===== src/rtl/sha256_round_sched.sv =====
// sha256_round_sched: iterative SHA-256 compression, one round per cycle.
// Define SHA256_SCHED_PERF_EN to add the busy-cycle counter port cyc_cnt.
module sha256_round_sched #(
  parameter int MAX_BLOCKS = 20,
  localparam int CW = $clog2(MAX_BLOCKS + 1)
) (
  input  logic           clk,
  input  logic           rst_n,
  input  logic           blk_valid,
  output logic           blk_ready,
  input  logic [511:0]   blk_data,
  input  logic           blk_last,
  output logic           digest_valid,
  input  logic           digest_ready,
  output logic [255:0]   digest,
  output logic           busy,
  output logic [CW-1:0]  blk_cnt,
  output logic           blk_err
`ifdef SHA256_SCHED_PERF_EN
  ,output logic [31:0]   cyc_cnt
`endif
);

  typedef enum logic [2:0] {
    IDLE, ROUND, FINAL, OUT, NEXT
  } state_t;

  localparam logic [31:0] IV [8] = '{
    32'h6a09e667, 32'hbb67ae85, 32'h3c6ef372, 32'ha54ff53a,
    32'h510e527f, 32'h9b05688c, 32'h1f83d9ab, 32'h5be0cd19
  };

  localparam logic [31:0] K [64] = '{
    32'h428a2f98, 32'h71374491, 32'hb5c0fbcf, 32'he9b5dba5,
    32'h3956c25b, 32'h59f111f1, 32'h923f82a4, 32'hab1c5ed5,
    32'hd807aa98, 32'h12835b01, 32'h243185be, 32'h550c7dc3,
    32'h72be5d74, 32'h80deb1fe, 32'h9bdc06a7, 32'hc19bf174,
    32'he49b69c1, 32'hefbe4786, 32'h0fc19dc6, 32'h240ca1cc,
    32'h2de92c6f, 32'h4a7484aa, 32'h5cb0a9dc, 32'h76f988da,
    32'h983e5152, 32'ha831c66d, 32'hb00327c8, 32'hbf597fc7,
    32'hc6e00bf3, 32'hd5a79147, 32'h06ca6351, 32'h14292967,
    32'h27b70a85, 32'h2e1b2138, 32'h4d2c6dfc, 32'h53380d13,
    32'h650a7354, 32'h766a0abb, 32'h81c2c92e, 32'h92722c85,
    32'ha2bfe8a1, 32'ha81a664b, 32'hc24b8b70, 32'hc76c51a3,
    32'hd192e819, 32'hd6990624, 32'hf40e3585, 32'h106aa070,
    32'h19a4c116, 32'h1e376c08, 32'h2748774c, 32'h34b0bcb5,
    32'h391c0cb3, 32'h4ed8aa4a, 32'h5b9cca4f, 32'h682e6ff3,
    32'h748f82ee, 32'h78a5636f, 32'h84c87814, 32'h8cc70208,
    32'h90befffa, 32'ha4506ceb, 32'hbef9a3f7, 32'hc67178f2
  };

  function automatic logic [31:0] rotr(
    input logic [31:0] x,
    input int n
  );
    logic [63:0] t;
    t = {x, x} >> n;
    return t[31:0];
  endfunction

  function automatic logic [31:0] ep0(input logic [31:0] x);
    return rotr(x, 2) ^ rotr(x, 13) ^ rotr(x, 22);
  endfunction

  function automatic logic [31:0] ep1(input logic [31:0] x);
    return rotr(x, 6) ^ rotr(x, 11) ^ rotr(x, 25);
  endfunction

  function automatic logic [31:0] ssig0(input logic [31:0] x);
    return rotr(x, 7) ^ rotr(x, 18) ^ (x >> 3);
  endfunction

  function automatic logic [31:0] ssig1(input logic [31:0] x);
    return rotr(x, 17) ^ rotr(x, 19) ^ (x >> 10);
  endfunction

  state_t       state, state_nx;
  logic [5:0]   rnd;
  logic         last;
  logic         hs;
  logic [31:0]  hv [8];
  logic [31:0]  wk [8];
  logic [31:0]  w  [16];
  logic [31:0]  t1, t2, w_new;
  logic [31:0]  ch, maj;

  assign blk_ready    = rst_n && (state == IDLE || state == NEXT);
  assign digest_valid = rst_n && (state == OUT);
  assign busy         = rst_n && (state != IDLE);
  assign hs           = blk_valid && blk_ready;

  assign digest = {hv[0], hv[1], hv[2], hv[3],
                   hv[4], hv[5], hv[6], hv[7]};

  assign ch    = (wk[4] & wk[5]) ^ (~wk[4] & wk[6]);
  assign maj   = (wk[0] & wk[1]) ^ (wk[0] & wk[2])
               ^ (wk[1] & wk[2]);
  assign t1    = wk[7] + ep1(wk[4]) + ch + K[rnd] + w[0];
  assign t2    = ep0(wk[0]) + maj;
  assign w_new = ssig1(w[14]) + w[9] + ssig0(w[1]) + w[0];

  always_ff @(posedge clk) begin
    if (!rst_n) state <= IDLE;
    else        state <= state_nx;
  end

  always_comb begin
    state_nx = state;
    unique case (state)
      IDLE:  if (hs) state_nx = ROUND;
      ROUND: if (rnd == 6'd63) state_nx = FINAL;
      FINAL: state_nx = last ? OUT : NEXT;
      OUT:   if (digest_ready) state_nx = IDLE;
      NEXT:  if (hs) state_nx = ROUND;
      default: state_nx = IDLE;
    endcase
  end

  always_ff @(posedge clk) begin
    if (!rst_n) begin
      rnd     <= '0;
      last    <= 1'b0;
      blk_cnt <= '0;
      blk_err <= 1'b0;
      for (int i = 0; i < 8; i++) hv[i] <= '0;
    end else begin
      unique case (state)
        IDLE: if (hs) begin
          hv      <= IV;
          rnd     <= '0;
          blk_cnt <= CW'(1);
          last    <= blk_last;
        end
        ROUND: rnd <= rnd + 6'd1;
        FINAL: for (int i = 0; i < 8; i++)
          hv[i] <= hv[i] + wk[i];
        NEXT: if (hs) begin
          rnd  <= '0;
          last <= blk_last;
          if (blk_cnt != '1) blk_cnt <= blk_cnt + CW'(1);
          // overflow still processes the block, only flags it
          if (blk_cnt == CW'(MAX_BLOCKS) && !blk_last)
            blk_err <= 1'b1;
        end
        default: ;
      endcase
    end
  end

  always_ff @(posedge clk) begin
    if (hs) begin
      if (state == IDLE) wk <= IV;
      else               wk <= hv;
      for (int i = 0; i < 16; i++)
        w[i] <= blk_data[511 - 32*i -: 32];
    end else if (state == ROUND) begin
      wk[0] <= t1 + t2;
      wk[1] <= wk[0];
      wk[2] <= wk[1];
      wk[3] <= wk[2];
      wk[4] <= wk[3] + t1;
      wk[5] <= wk[4];
      wk[6] <= wk[5];
      wk[7] <= wk[6];
      for (int i = 0; i < 15; i++) w[i] <= w[i+1];
      w[15] <= w_new;
    end
  end

`ifdef SHA256_SCHED_PERF_EN
  always_ff @(posedge clk) begin
    if (!rst_n)    cyc_cnt <= '0;
    else if (busy) cyc_cnt <= cyc_cnt + 32'd1;
  end
`endif

endmodule


===== config.mk =====
export PLATFORM = sky130hd
export DESIGN_NAME = sha256_round_sched
export DESIGN_NICKNAME = d
export VERILOG_FILES = /design/src/rtl/sha256_round_sched.sv
export SDC_FILE = /design/constraint.sdc
export NUM_CORES = 2
export LEC_CHECK = 0
export BUFFER_PORTS_ARGS = -buffer_cell sky130_fd_sc_hd__buf_2
export CORE_MARGIN = 10
export CORE_UTILIZATION = 60
export DETAILED_ROUTE_END_ITERATION = 10
export PLACE_DENSITY = 0.77
export SLEW_MARGIN = 20
export SYNTH_ARGS = -nofsm -noshare
export SYNTH_HDL_FRONTEND = slang
export SYNTH_SLANG_ARGS = --single-unit

===== constraint.sdc =====
create_clock -name clk -period 31.9 [get_ports clk]
set_clock_uncertainty 0.2 [all_clocks]
set_input_delay 1.595 -clock clk [delete_from_list [all_inputs] [get_ports clk]]
set_output_delay 1.595 -clock clk [all_outputs]
set_load 0.005 [all_outputs]

==> metrics.yaml <==
tightestPinTransition_ps: 1170
cp-start-kind: "flop"
cp_slowest_stage_delay_ps: 760
ys_warn_count: 0
async_flop_share_pct: 0
hold_buffers: 0
antenna_found_initial: 19
maxCapViolCount: 0
min_period_over_period_pct: 32.9
die_w_um: 361
register_area_um2: 28500
drt_iter0_drc: 9269
avgSynthCellArea_um2: 8.89
place_hpwl_mm: 207
final_common_cell: "nand2_1"
drive_gt1_share_pct: 12.7
cp_max_fo: 26
dr.pass1.iters: 8
area_growth_pct: 12.1
io_buffers: 781
setup_tns_ps: 0
grt_pass1_wl_mm: 396
viasPerCell: 6.35
cts_setup_buffers: 0
multi_input_area_um2: 38100
grt_max_degree: 205
fillers: 9320
die_area_um2: 130000
track_usage_pct: 40.3
yosysSeqAreaShare_pct: 40.8
relSlewSlack_pct: 21.9
cp_common_cell: "a21oi_1"
cts_resized: 0
die_height_um: 361
htreeDepth: 3
slew_viol_final: 0
clkTransAtPathRegs_ps: 60
fin_nets: 9480
gr-total-overflow: 0
path_class: "flop to flop"
hold_viol: 0
setup_viol: 0
cp_top_family: "compound AO/OA/AOI/OAI gates"
clkSinkCount: 1040
end_kind: "flop"
start_util_pct: 60.3
cts_root_buf: "clkbuf_16"
syn-cell-area_um2: 69800
clockBufferDepth: 3
synth_edf_count: 768
cts_tree: "yes"
grt_pass1_vias: 61000
drt_wl_total_mm: 274
ys_ff_latch: 1040
synth.net_count: 8964
status: "completed"
synth_cells: 7859
vias: 63600
placed_cell_area_um2: 74600
worstPathArrival_ps: 10750
post-route-min-period_ps: 10490
hp-class: "flop to flop"
place_congestion: 0.996
final_cell_mix: "nand2_1, buf_2, edfxtp_1"
cp.required_ps: 32150
rows: 125
rsz0062_at_grt: "false"
routedWlPerCell_um: 27.4
slowest_stage: "ha_1"
io_pins: 782
ys.flop_type: "edfxtp_1"
ys_types: 96
drtAntennaViolNets: 0
core-area_um2: 116000
stdcell_area_um2: 78300
numCtsBuffers: 113
clk_latency_ps: 750
drc: 0
critical_path_buf_inv_count: 5
fmax_ghz: 0.0953
==> cell usage after synthesis, drive strengths merged, types with 15 or more instances <==
library cell  count  area, µm²
a2111oi          15        164
a221oi           62        556
inv             439       1650
nor2            363       1360
nand4            23        144
a31oi           114        713
or3              43        274
a311oi           22        193
a21o            213       1600
clkbuf          404       1520
and3             40        250
o31ai            53        412
edfxtp          768      23100
a211oi           42        320
a22oi            38        285
o21bai           55        413
nand2          2001       7510
xor2            212       1860
dfxtp           272       5450
buf              30        114
a211o            18        158
o211ai           27        203
fa              195       3900
nand2b           48        300
mux2i            44        440
a21oi           489       2450
or2              16        100
ha              393       4920
o21a             51        383
nor3             86        430
o21ai           429       2150
and2             23        145
nor2b            35        219
xnor2           353       3090
nand3           224       1120
==> metrics by stage <==
step                hold slack [ps]  setup slack [ps]  cells  util, %
floorplan                       260             12970   7859        -
global placement                279             21700   9784     64.3
detailed placement              290             21580   9784     64.3
CTS                             299             21530   9997     67.5
global route                    320             20920  10000     67.5
finish                          296             21410  10000     67.5
==> state kept, by name, summed over array words and instances, names as in the netlist <==
name	count
digest	256
blk_cnt	5
wk	256
blk_err	1
state	3
rnd	6
w	512
last	1
==> routing by layer <==
layer / track usage (%) / wire length [µm] / vias up
met5: 0 / 61 / -
met4: 26.2 / 21000 / 10
met3: 10.3 / 32600 / 874
met2: 62.3 / 122000 / 4175
met1: 50.1 / 98700 / 30200
li1: - / - / 28300
==> cell type report <==
class                      count  share of cell area (%)
antenna                       12                  0.0384
clock buffer                 153                    3.99
clock inverter                60                   0.710
inverter                     443                    2.14
multi-input combinational   5942                    48.7
sequential                  1040                    36.4
tap                         1524                    2.44
timing repair buffer         835                    5.58
==> final timing paths <==
check / endpoint / startpoint / slack [ps] / cells past startpoint
max: wk[255]$_DFFE_PP_ / rnd[1]$_SDFFE_PN0P_ / 21410 / 37
min reg2reg: digest[83]$_SDFFE_PN0P_ / digest[83]$_SDFFE_PN0P_ / 300 / 2
min: digest[83]$_SDFFE_PN0P_ / digest[83]$_SDFFE_PN0P_ / 300 / 2
max reg2reg: wk[255]$_DFFE_PP_ / rnd[1]$_SDFFE_PN0P_ / 21410 / 37
==> worst register-to-register path, delay by kind of cell (launching register included) <==
kind / cells / cell delay (ps)
flip-flops: 1 / 310
adder cells (fa/ha/maj): 6 / 2930
XOR/XNOR: 3 / 580
AND/OR/NAND/NOR: 7 / 2120
AO/OA/AOI/OAI: 16 / 3070
buffers and inverters: 5 / 1000
==> cells by family after synthesis <==
kind of cell / share of synthesized area (%)
flip-flops: 40.8
AO/OA/AOI/OAI: 16.2
AND/OR/NAND/NOR: 17.6
buffers and inverters: 4.72
multiplexers: 0.937
adder cells (fa/ha/maj): 12.7
XOR/XNOR: 7.09
Power is left out: the tool's default activity adds up to more than one toggle a clock period on the data nets, which glitch-free logic cannot reach.
